**src/rtl/fa_serial_add_ctrl.sv**
```systemverilog
// Bit-serial WIDTH-bit adder: one FA cell, LSB first, registered carry chain.
// Optional signed-overflow output Ovf when FA_SERIAL_ADD_OVF_EN is defined.
module FA (
  input  logic A,
  input  logic B,
  input  logic Cin,
  output logic Sum,
  output logic Carry
);
  assign Sum   = A ^ B ^ Cin;
  assign Carry = (A & B) | (Cin & (A ^ B));
endmodule

module fa_serial_add_ctrl #(
  parameter int WIDTH = 8
) (
  input  logic             Clk,
  input  logic             Rst_n,
  input  logic             Start,
  input  logic [WIDTH-1:0] A_in,
  input  logic [WIDTH-1:0] B_in,
  input  logic             Cin_in,
  output logic             Busy,
  output logic             Done,
  output logic [WIDTH-1:0] Sum_out,
  output logic             Cout
`ifdef FA_SERIAL_ADD_OVF_EN
  ,
  output logic             Ovf
`endif
);
  localparam int CW = (WIDTH > 1) ? $clog2(WIDTH) : 1;
  localparam logic [CW-1:0] LAST = CW'(WIDTH - 1);

  localparam logic [1:0] S_IDLE = 2'd0;
  localparam logic [1:0] S_RUN  = 2'd1;
  localparam logic [1:0] S_DONE = 2'd2;

  logic [1:0]       r_state;
  logic [WIDTH-1:0] r_a;
  logic [WIDTH-1:0] r_b;
  logic [WIDTH-2:0] r_s;
  logic             r_c;
  logic [CW-1:0]    r_cnt;
  logic             w_sum;
  logic             w_carry;
  logic [WIDTH-1:0] w_s_next;

  FA u_fa (
    .A     (r_a[0]),
    .B     (r_b[0]),
    .Cin   (r_c),
    .Sum   (w_sum),
    .Carry (w_carry)
  );

  // The new sum bit enters at the MSB; after WIDTH shifts it is aligned.
  assign w_s_next = {w_sum, r_s};

  assign Busy = (r_state == S_RUN);
  assign Done = (r_state == S_DONE);

  always_ff @(posedge Clk or negedge Rst_n) begin
    if (!Rst_n) begin
      r_state <= S_IDLE;
      r_a     <= '0;
      r_b     <= '0;
      r_s     <= '0;
      r_c     <= 1'b0;
      r_cnt   <= '0;
      Sum_out <= '0;
      Cout    <= 1'b0;
`ifdef FA_SERIAL_ADD_OVF_EN
      Ovf     <= 1'b0;
`endif
    end else begin
      case (r_state)
        S_IDLE, S_DONE: begin
          if (Start) begin
            r_a     <= A_in;
            r_b     <= B_in;
            r_c     <= Cin_in;
            r_cnt   <= '0;
            r_state <= S_RUN;
          end else begin
            r_state <= S_IDLE;
          end
        end
        S_RUN: begin
          r_a   <= r_a >> 1;
          r_b   <= r_b >> 1;
          r_s   <= w_s_next[WIDTH-1:1];
          r_c   <= w_carry;
          r_cnt <= r_cnt + 1'b1;
          if (r_cnt == LAST) begin
            Sum_out <= w_s_next;
            Cout    <= w_carry;
`ifdef FA_SERIAL_ADD_OVF_EN
            Ovf     <= r_c ^ w_carry;
`endif
            r_cnt   <= '0;
            r_state <= S_DONE;
          end
        end
        default: r_state <= S_IDLE;
      endcase
    end
  end
endmodule

```
**config.mk**
```make
export PLATFORM = sky130hd
export DESIGN_NAME = fa_serial_add_ctrl
export DESIGN_NICKNAME = d
export VERILOG_FILES = /design/src/rtl/fa_serial_add_ctrl.sv
export SDC_FILE = /design/constraint.sdc
export NUM_CORES = 1
export LEC_CHECK = 0
export ABC_AREA = 1
export CAP_MARGIN = 20
export CELL_PAD_IN_SITES_DETAIL_PLACEMENT = 2
export CELL_PAD_IN_SITES_GLOBAL_PLACEMENT = 2
export CORE_MARGIN = 2
export CORE_UTILIZATION = 33
export CTS_CLUSTER_DIAMETER = 80
export CTS_CLUSTER_SIZE = 25
export DETAILED_ROUTE_END_ITERATION = 6
export PLACE_DENSITY = 0.87
export SETUP_SLACK_MARGIN = 0.5
export SYNTH_ARGS = -nofsm -noshare
export SYNTH_HDL_FRONTEND = slang
export SYNTH_SLANG_ARGS = --single-unit
```
**constraint.sdc**
```tcl
create_clock -name Clk -period 2.62 [get_ports Clk]
set_input_delay 0.524 -clock Clk [delete_from_list [all_inputs] [get_ports Clk]]
set_output_delay 0.524 -clock Clk [all_outputs]
set_load 0.02 [all_outputs]
```
Yosys cells after proc, flatten, opt, wreduce, memory -nomap -nowiden
Cells that the tools add are included.
{"block": "totals", "mem_bits_ro": 0, "regBits": 38, "n_memories": 0, "word_cells": 36, "latchBits": 0, "mem_bits_rw": 0}
{"block": "classes", "bitwise": 5, "n_addsub": 1, "order_cmp": 0, "n_mux": 12, "n_mul": 0, "eq_ne": 5, "div": 0, "n_reduce_logical": 5, "shift": 0}
{"op": "case mux 8 bit (2 select lines)", "n": 2}
{"op": "2-to-1 mux 8 bit", "n": 2}
{"op": "2-to-1 mux 3 bit", "n": 2}
{"op": "case mux 3 bit (2 select lines)", "n": 1}
{"op": "case mux 2 bit (2 select lines)", "n": 1}
{"op": "AND reduction 2 bit", "n": 2}
{"op": "adder 3 x 1 -> 3 bit (second input constant)", "n": 1}
{"op": "equality test 3 bit (second input constant)", "n": 1}
{"op": "AND 1 bit", "n": 2}
{"op": "equality test 2 x 1 -> 1 bit (second input constant)", "n": 1}
{"op": "equality test 2 bit (second input constant)", "n": 1}
{"op": "zero test 2 bit", "n": 1}
{"op": "2-to-1 mux 1 bit", "n": 2}
{"op": "2-to-1 mux 2 bit", "n": 1}
{"op": "inequality test 2 x 1 -> 1 bit (second input constant)", "n": 1}
{"op": "inequality test 2 bit (second input constant)", "n": 1}
{"op": "case mux 1 bit (2 select lines)", "n": 1}
{"op": "nonzero test 2 bit", "n": 1}
{"op": "OR reduction 2 bit", "n": 1}
{"op": "bitwise XOR 1 bit", "n": 2}
{"op": "bitwise OR 1 bit", "n": 1}

Logic depth before layout (Yosys ltp)
Gate-level depths: netlist of the first run.
{"block": "depth", "word_depth": 4, "depth_mapped": 8, "depth_no_buf": 6}

Hierarchy
From an unflattened synthesis of the first run, not the netlist that was laid out.
{"block": "hier_totals", "hier_cells": 221, "hier_area_um2": 1820.5}
{"mod": "fa_serial_add_ctrl", "cells_per_inst": 220, "area_each_um2": 1800.5, "seq_area_each_um2": 950.9, "instances": 1}
{"mod": "FA", "cells_per_inst": 1, "area_each_um2": 20.0, "seq_area_each_um2": 0.0, "instances": 1}

Worst setup path before layout of the first run
OpenSTA, ideal clock, no wires.
{"block": "synth_timing", "path_type": "register -> output", "from": "register r_state[0]", "to": "output Done", "setup_slack_ns": 1.096, "path_stages_with_launch": 4, "path_buffers": 2, "arrival_time_ns": 1.000, "required_ns": 2.096, "path_cell_list": "dfrtp_1 buf_4 clkbuf_1 nor2_1"}
{"block": "synth_via", "elab_chain_len": 1}
{"item": "from (decl)", "line_no": "39", "text": "logic [1:0] r_state;"}
{"item": "from (signal assigned)", "line_no": "65", "text": "r_state <= S_IDLE;"}
{"item": "from (signal assigned)", "line_no": "84", "text": "r_state <= S_RUN;"}
{"item": "from (signal assigned)", "line_no": "86", "text": "r_state <= S_IDLE;"}
{"item": "equality test 2 bit", "line_no": "61", "text": "assign Done = (r_state == S_DONE);"}
{"item": "to (decl)", "line_no": "24", "text": "output logic Done,"}
No other way between the ends.

Worst setup path in the final report of the first run
{"block": "layout_timing", "from": "register r_state[1]", "to": "output Done"}
Same word-level chain as after synthesis.

==> results.cfg, run 1 <==
[layout]
final_cell_mix = nand2_1, inv_1, dfrtp_1, nand3_1, clkdlybuf4s50_1
n_antenna_cell = 0
final_area_mm2 = 0.00223
fillers = 631
final_cells = 323
area_delta_synth_final_pct = 22.9
layout_commonest_cell = nand2_1
drive_above_1_share = 0.104
nets = 274

[cts]
cts_buffer_depth = 2
cts.sinks = 38
cts_root_buf = clkbuf_8
cts_tree = yes
cts_setup_buffers = 0
clk_latency_ns = 0.30
clk_pin_slew_ns = 0.08
hold_buffers = 0
cts_resized = 2
numCtsBuffers = 5
htree_levels = 2

[worst_setup_path]
start_kind = register
critical_path_depth = 3
critPathMaxFanout = 17
reg2reg_depth = 6
path_buf_inv = 2
cp.required_ns = 2.10
crit_family = buffers and inverters
timing.rr.start = r_state[0]
r2r_end = r_b[6]
endpoint = Done
r2r_slack_ns = 1.13
path_class = register to output pin
cp_slowest_stage_delay_ns = 0.42
crit_chain = inv_2 > nor2_1 > dlygate4sd2_1
cp_data_arrival_time_ns = 1.36
critPathLaunch = r_state[1]
end_kind = output pin
cp_slowest_cell = dfrtp_1

[flow_run]
maxCapViolations = 0

[global_route]
first_global_vias = 1678
grt_start_max_net_pins = 39
track_usage = 0.178
grt_first_pass_wirelength_mm = 8.40
antenna_found_initial = 0
globalRoute.totalOverflow = 0

[timing]
relSlewSlack = 0.407
setup_viol = 0
final_hold_viol_count = 0
skew_ns = 0.0121
rsz0062_at_grt = false
fin_ws_ns = 0.739
worst_pin_slew_ns = 0.890
period_needed_ns = 1.88
tns_ns = 0
slew_violations = 0
max_freq_mhz = 532
period_share = 0.718

[route]
wl_per_cell_um = 15.1
via_count = 1524
antenna_left = 0
wirelength_mm = 4.87
vias_per_cell = 4.72
drc = 0
drt_iter0_markers = 83
drtPass1Iterations = 3

[power_and_ir_drop]
vdd.ir_drop.worst_v = 0.000410
pwr-share-comb = 0.482
p_sw_frac = 0.445
p_int_uw = 1530
finalPower_uw = 2760
cellPowerDensity_mw_per_mm2 = 1230
p_switching_uw = 1220
clkPwrFrac = 0.142
p_leak_uw = 0.00119
seqPwrFrac = 0.376

[synth]
seq_area_frac_synth = 0.523
synthCells = 221
synth_seq_cells = 38
synth_area_leaders = dfrtp_1, nand2_1, nand3_1, inv_1, o21ai_2
syn-cell-area_mm2 = 0.00182
synth_top_area_cell = dfrtp_1
yosys_warnings = 0
synth_top_cell_area_share = 0.523
synthesis.nets = 244
syn_avg_cell_area_um2 = 8.23
synth_cell_types = 18

[floorplanning]
initial_core_util = 0.336
ioPinCount = 31
die_x_um = 78.2
rows = 27
coreArea_mm2 = 0.00541
die_area_mm2 = 0.00612
die_h_um = 78.2

[placement]
gp_congestion = 0.727
dpl.hpwl_mm = 3.22
dp_cells = 316
pre_cts_slack_ns = 0.798
place_area_mm2 = 0.00216
port_buffers = 30

[run_status]
outcome = completed

[worst_hold_path]
min_path_type = input port to asynchronous set/reset pin
worst min-delay path by stage:
stage,start,endpoint,depth (start not counted)
6_report,Rst_n,Sum_out[2],1
5_1_grt,Rst_n,Sum_out[2],1
4_1_cts,Rst_n,r_s[3],1
3_5_place_dp,r_b[5],r_b[5],2
3_3_place_gp,r_cnt[1],r_cnt[1],2
2_1_floorplan,Rst_n,Cout,0
registers in the layout, indices dropped and copies added (netlist names):
register	cells
r_c	1
r_state	2
r_cnt	3
Cout	1
r_a	8
r_s	7
Sum_out	8
r_b	8
synthesized netlist by cell type:
| library cell | count |
|---|---|
| buf_2 | 3 |
| buf_4 | 2 |
| buf_6 | 2 |
| clkbuf_1 | 2 |
| dfrtp_1 | 38 |
| fa_1 | 1 |
| ha_1 | 2 |
| inv_1 | 39 |
| inv_2 | 2 |
| inv_4 | 1 |
| nand2_1 | 74 |
| nand2_2 | 2 |
| nand2_4 | 2 |
| nand3_1 | 30 |
| nor2_1 | 2 |
| nor2_4 | 1 |
| o21ai_0 | 10 |
| o21ai_2 | 8 |
power by group through the flow:
stage / sequential [uW] / combinational, uW / clock, uW
global route: 1080 / 1530 / 428
CTS: 1040 / 1370 / 400
finish: 1040 / 1330 / 391
floorplan: 1070 / 876 / 0
global placement: 1020 / 1260 / 0
detailed placement: 1040 / 1340 / 0
kinds of logic (layout without fill, tap and decap cells):
family	after synthesis	after routing	synth area share
AND/OR/NAND/NOR	111	111	0.265
buffers and inverters	51	81	0.121
flip-flops	38	38	0.523
AO/OA/AOI/OAI	18	18	0.0661
adder cells (fa/ha/maj)	3	3	0.0248
stage by stage:
stage / hold slack [ns] / utilization
3_3_place_gp: 0.458 / 0.399
2_1_floorplan: 0.228 / -
4_1_cts: 0.373 / 0.413
6_report: 0.345 / 0.413
3_5_place_dp: 0.470 / 0.399
5_1_grt: 0.408 / 0.413
metal layers:
layer / part of all wire / global-route usage
met1: 0.44 / 0.220
met2: 0.53 / 0.310
met3: 0.027 / 0.0402
met4: 0.0080 / 0.0526
met5: 0 / 0
cell type report:
class / instances / area [um2] / share of cell area
Sequential cell: 38 / 951 / 0.426
Multi-Input combinational cell: 132 / 647 / 0.289
Timing Repair Buffer: 32 / 308 / 0.138
Inverter: 42 / 160 / 0.0717
Tap cell: 72 / 90.1 / 0.0403
Clock buffer: 5 / 68.8 / 0.0308
Clock inverter: 2 / 10.0 / 0.00448
Note: power is estimated with default switching activity, not from simulation.
==> inputs of run 2 (changes only) <==
--- a/config.mk
+++ b/config.mk
@@ -10,11 +10,11 @@
 export CELL_PAD_IN_SITES_DETAIL_PLACEMENT = 2
 export CELL_PAD_IN_SITES_GLOBAL_PLACEMENT = 2
 export CORE_MARGIN = 2
-export CORE_UTILIZATION = 33
+export CORE_UTILIZATION = 30
 export CTS_CLUSTER_DIAMETER = 80
 export CTS_CLUSTER_SIZE = 25
 export DETAILED_ROUTE_END_ITERATION = 6
-export PLACE_DENSITY = 0.87
+export PLACE_DENSITY = 0.8
 export SETUP_SLACK_MARGIN = 0.5
 export SYNTH_ARGS = -nofsm -noshare
 export SYNTH_HDL_FRONTEND = slang
==> constraint.sdc (replaced) <==
create_clock -name Clk -period 1.75 [get_ports Clk]
set_input_delay 0.35 -clock Clk [delete_from_list [all_inputs] [get_ports Clk]]
set_output_delay 0.35 -clock Clk [all_outputs]
set_load 0.02 [all_outputs]
==> results.cfg, run 2 (synthesized netlist as in run 1, its figures left out) <==
[power_and_ir_drop]
p_leak_uw = 0.00139
cellPowerDensity_mw_per_mm2 = 1950
vdd.ir_drop.worst_v = 0.000744

[timing]
rsz0062_at_grt = true
tns_ns = 0
slew_violations = 0
skew_ns = 0.00286
relSlewSlack = 0.859
period_needed_ns = 1.40
setup_viol = 0
worst_pin_slew_ns = 0.212
max_freq_mhz = 713
final_hold_viol_count = 0
period_share = 0.801

[route]
wl_per_cell_um = 18.1
drtPass1Iterations = 4
drc = 0
via_count = 1650
antenna_left = 0
wirelength_mm = 6.33
vias_per_cell = 4.71
routed.top_layer = met4
route.met2.wl_mm = 3.20
met1_length_mm = 2.82
routed-wl-met3_um = 144
drt_iter0_markers = 94

[layout]
n_antenna_cell = 0
drive_above_1_share = 0.262
reg_top3 = Sum_out (8), r_a (8), r_b (8)
area_delta_synth_final_pct = 43.8
final_cells = 350
layout_commonest_cell = nand2_1
final_cell_mix = nand2_1, inv_1, dfrtp_1, nand3_1, clkdlybuf4s50_1
nets = 297

[worst_setup_path]
r2r_end = r_a[2]
r2r_slack_ns = 0.36
cp_data_arrival_time_ns = 1.05
start_kind = register
timing.rr.start = r_state[0]
cp.required_ns = 1.40
path_class = register to output pin
critPathMaxFanout = 2
end_kind = output pin
reg2reg_depth = 7

[placement]
dpl.hpwl_mm = 3.07
port_buffers = 30
gp_congestion = 0.668
dp_cells = 323

[worst_hold_path]
min_path_type = input port to asynchronous set/reset pin

[flow_run]
maxCapViolations = 0

[cts]
hold_buffers = 0
clk_pin_slew_ns = 0.08
cts.sinks = 38
cts_buffer_depth = 2
numCtsBuffers = 5
cts_root_buf = clkbuf_8
clk_latency_ns = 0.30
htree_levels = 2
cts_tree = yes

[floorplanning]
rows = 28
initial_core_util = 0.309
die_h_um = 81.8
die_area_mm2 = 0.00670
coreArea_mm2 = 0.00589
ioPinCount = 31
die_x_um = 81.8

[global_route]
track_usage = 0.192
globalRoute.totalOverflow = 0
grt_first_pass_wirelength_mm = 9.16
antenna_found_initial = 0
grt_start_max_net_pins = 39
first_global_vias = 1722

[run_status]
outcome = completed
==> run 2: changes by cell type in the layout (fill, tap and decap cells not counted), sizes merged <==
cell	delta
buf	+31
clkdlybuf4s50	-9
clkbuf	+3
dlygate4sd2	-2
clkinvlp	+1
==> run 2: worst max path at each step <==
stage / startpoint / end / slack (ns) / cells after the start
floorplan: r_state[0] / Done / 0.51 / 3
global placement: r_state[0] / Busy / 0.21 / 3
detailed placement: r_state[0] / Busy / 0.18 / 3
CTS: r_state[0] / Busy / 0.36 / 3
global route: r_state[0] / Busy / 0.29 / 3
finish: r_state[1] / Done / 0.35 / 3
==> run 2: critical path: stages, from the launching register on <==
cell,delay [ns]
dfrtp_2,0.44
inv_4,0.07
nor2_4,0.11
buf_6,0.13
==> run 2: per-layer routing <==
metal  GRT usage  vias up
li1            -      778
met1       0.231      837
met2       0.330       24
met3      0.0341       11
met4      0.0900        0
met5           0        -
==> run 2: layout make-up <==
type	count	area (um2)
Sequential cell	38	953
Clock inverter	2	12.5
Inverter	42	173
Timing Repair Buffer	54	567
Tap cell	75	93.8
Fill cell	644	3270
Multi-Input combinational cell	132	721
Timing Repair inverter	1	11.3
Clock buffer	6	82.6
==> run 2: timing repair <==
item,4_1_cts,5_1_grt
endpoints found under the setup margin,49,39
cloned,0,3
pin swaps,2,2
resized for setup,58,28
buffers inserted,8,8
==> run 2: through the flow <==
stage	setup slack (ns)	cell area [um2]	hold slack [ns]	utilization	power [uW]
final	0.348	2610	0.00489	0.444	5090
after CTS	0.364	2400	0.00850	0.408	4470
after detailed placement	0.177	2210	0.340	0.376	3590
after floorplan	0.507	1830	0.0544	-	2920
after global routing	0.289	2610	0.0141	0.444	5510
after global placement	0.208	2210	0.335	0.376	3470
==> run 2: power by group <==
group,total [uW],switching [uW],leakage (uW),internal (uW)
logic,2860,1630,0.000871,1230
clock network,659,342,0.0000472,317
registers,1570,270,0.000471,1300
total,5090,2240,0.00139,2840
==> inputs of run 3 (changes only) <==
--- a/config.mk
+++ b/config.mk
@@ -10,11 +10,11 @@
 export CELL_PAD_IN_SITES_DETAIL_PLACEMENT = 2
 export CELL_PAD_IN_SITES_GLOBAL_PLACEMENT = 2
 export CORE_MARGIN = 2
-export CORE_UTILIZATION = 30
+export CORE_UTILIZATION = 28
 export CTS_CLUSTER_DIAMETER = 80
 export CTS_CLUSTER_SIZE = 25
 export DETAILED_ROUTE_END_ITERATION = 6
-export PLACE_DENSITY = 0.8
+export PLACE_DENSITY = 0.78
 export SETUP_SLACK_MARGIN = 0.5
 export SYNTH_ARGS = -nofsm -noshare
 export SYNTH_HDL_FRONTEND = slang
==> constraint.sdc (replaced) <==
create_clock -name Clk -period 1.27 [get_ports Clk]
set_input_delay 0.254 -clock Clk [delete_from_list [all_inputs] [get_ports Clk]]
set_output_delay 0.254 -clock Clk [all_outputs]
set_load 0.02 [all_outputs]
==> results.cfg, run 3 (synthesized netlist as in run 1, its figures left out) <==
[timing]
final_hold_viol_count = 15
fin_ws_ns = -0.0449
setup_viol = 17
worst_pin_slew_ns = 0.424
skew_ns = 0.00791
period_needed_ns = 1.31
hold_ws_ns = -0.128
period_share = 1.04
relSlewSlack = 0.718
max_freq_mhz = 760
rsz0062_at_grt = true
slew_violations = 0

[power_and_ir_drop]
p_switching_uw = 3360
pwr-share-comb = 0.550
seqPwrFrac = 0.286
p_int_uw = 4570
vdd.ir_drop.worst_v = 0.00113
cellPowerDensity_mw_per_mm2 = 2810
finalPower_uw = 7930
p_sw_frac = 0.424
p_leak_uw = 0.00148
clkPwrFrac = 0.164

[layout]
final_cells = 358
n_antenna_cell = 0
layout_commonest_cell = nand2_1
fillers = 695
drive_above_1_share = 0.327
multi_input_area_um2 = 791
reg_top3 = Sum_out (8), r_a (8), r_b (8)
seqCellArea_um2 = 952
final_cell_mix = nand2_1, dfrtp_1, inv_1, nand3_1, buf_4
area_delta_synth_final_pct = 55.3
nets = 303

[floorplanning]
initial_core_util = 0.288
die_h_um = 84.6
ioPinCount = 31
coreArea_mm2 = 0.00631
die_x_um = 84.6
die_area_mm2 = 0.00715
rows = 29

[flow_run]
maxCapViolations = 0

[route]
antenna_left = 0
drtPass1Iterations = 4
vias_per_cell = 4.66
drt_iter0_markers = 43
wirelength_mm = 6.58
drc = 0
via_count = 1669
wl_per_cell_um = 18.4

[cts]
cts_tree = yes
cts_root_buf = clkbuf_8
clk_latency_ns = 0.31
clk_pin_slew_ns = 0.08
htree_levels = 2
cts.sinks = 38
cts_buffer_depth = 2
numCtsBuffers = 5

[placement]
port_buffers = 30
dp_cells = 335
dpl.hpwl_mm = 3.69
gp_congestion = 0.746

[worst_setup_path]
end_kind = output pin
start_kind = register
path_class = register to output pin
cp.required_ns = 1.02
cp_slowest_stage_delay_ns = 0.43
cp_slowest_cell = dfrtp_1
critPathMaxFanout = 2
cp_data_arrival_time_ns = 1.06
crit_chain = inv_2 > nor2_4 > buf_6

[global_route]
track_usage = 0.166
antenna_found_initial = 0
first_global_vias = 1852
globalRoute.totalOverflow = 0
grt_first_pass_wirelength_mm = 9.26
grt_start_max_net_pins = 24

[run_status]
violations = negative hold slack, negative setup slack
outcome = finished with violations

[worst_hold_path]
min_path_type = input port to asynchronous set/reset pin
[run 3: changes by cell type in the layout (fill, tap and decap cells not counted), sizes merged]
cell | previous run | this run
bufinv | 0 | 2
clkbuf | 8 | 6
buf | 34 | 41
clkinvlp | 1 | 0
[run 3: timing repair]
action | 4_1_cts | 5_1_grt
cloned | 0 | 2
pin swaps | 3 | 2
setup buffers | 8 | 5
setup endpoints to repair | 49 | 49
resized for setup | 84 | 35
endpoints found under the hold margin | 15 | 15
[run 3: per-layer routing]
metal / GRT usage / up-vias / part of all wire
met4: 0.0592 / 0 / 0.017
met1: 0.204 / 845 / 0.43
li1: - / 792 / -
met5: 0 / - / 0
met2: 0.291 / 23 / 0.52
met3: 0.0285 / 9 / 0.028
[run 3: final timing paths]
check | from | end | slack [ns] | cells past startpoint
max | r_state[1] | Done | -0.04 | 3
min | Rst_n | Sum_out[2] | -0.13 | 1
max reg2reg | r_state[0] | r_a[4] | -0.04 | 6
min reg2reg | r_a[5] | r_a[5] | 0.49 | 2
max in group asynchronous | Rst_n | r_s[3] | 0.93 | 2
min in group Clk | r_a[5] | r_a[5] | 0.49 | 2
[run 3: layout make-up]
cell class | instances | area share
flip-flops and latches | 38 | 0.337
clock buffers | 5 | 0.0244
clock inverters | 3 | 0.0244
repair buffers | 60 | 0.234
multi-input cells | 132 | 0.280
inverters | 42 | 0.0621
well taps | 77 | 0.0341
repair inverters | 1 | 0.00399
[run 3: power by group through the flow]
stage          Clock (uW)  Sequential, uW  Combinational (uW)
2_1_floorplan           0            2220                1920
3_3_place_gp            0            2120                3040
3_5_place_dp            0            2180                3240
4_1_cts              1300            2180                3620
5_1_grt              1370            2340                4800
6_report             1300            2270                4360
[run 3: critical path, delay by kind of cell (launching register included)]
kind	cells	cell delay, ns
AND/OR/NAND/NOR	1	0.10
buffers and inverters	2	0.22
flip-flops	1	0.43
[run 3: per-stage QoR]
step	worst slack [ns]	utilization	instance area (um2)	TNS (ns)
floorplan	0.0831	-	1860	0
CTS	-0.0270	0.415	2620	-0.135
finish	-0.0449	0.447	2820	-0.260
global route	-0.105	0.447	2820	-1.54
detailed placement	-0.195	0.373	2350	-2.08
global placement	-0.172	0.373	2350	-0.800
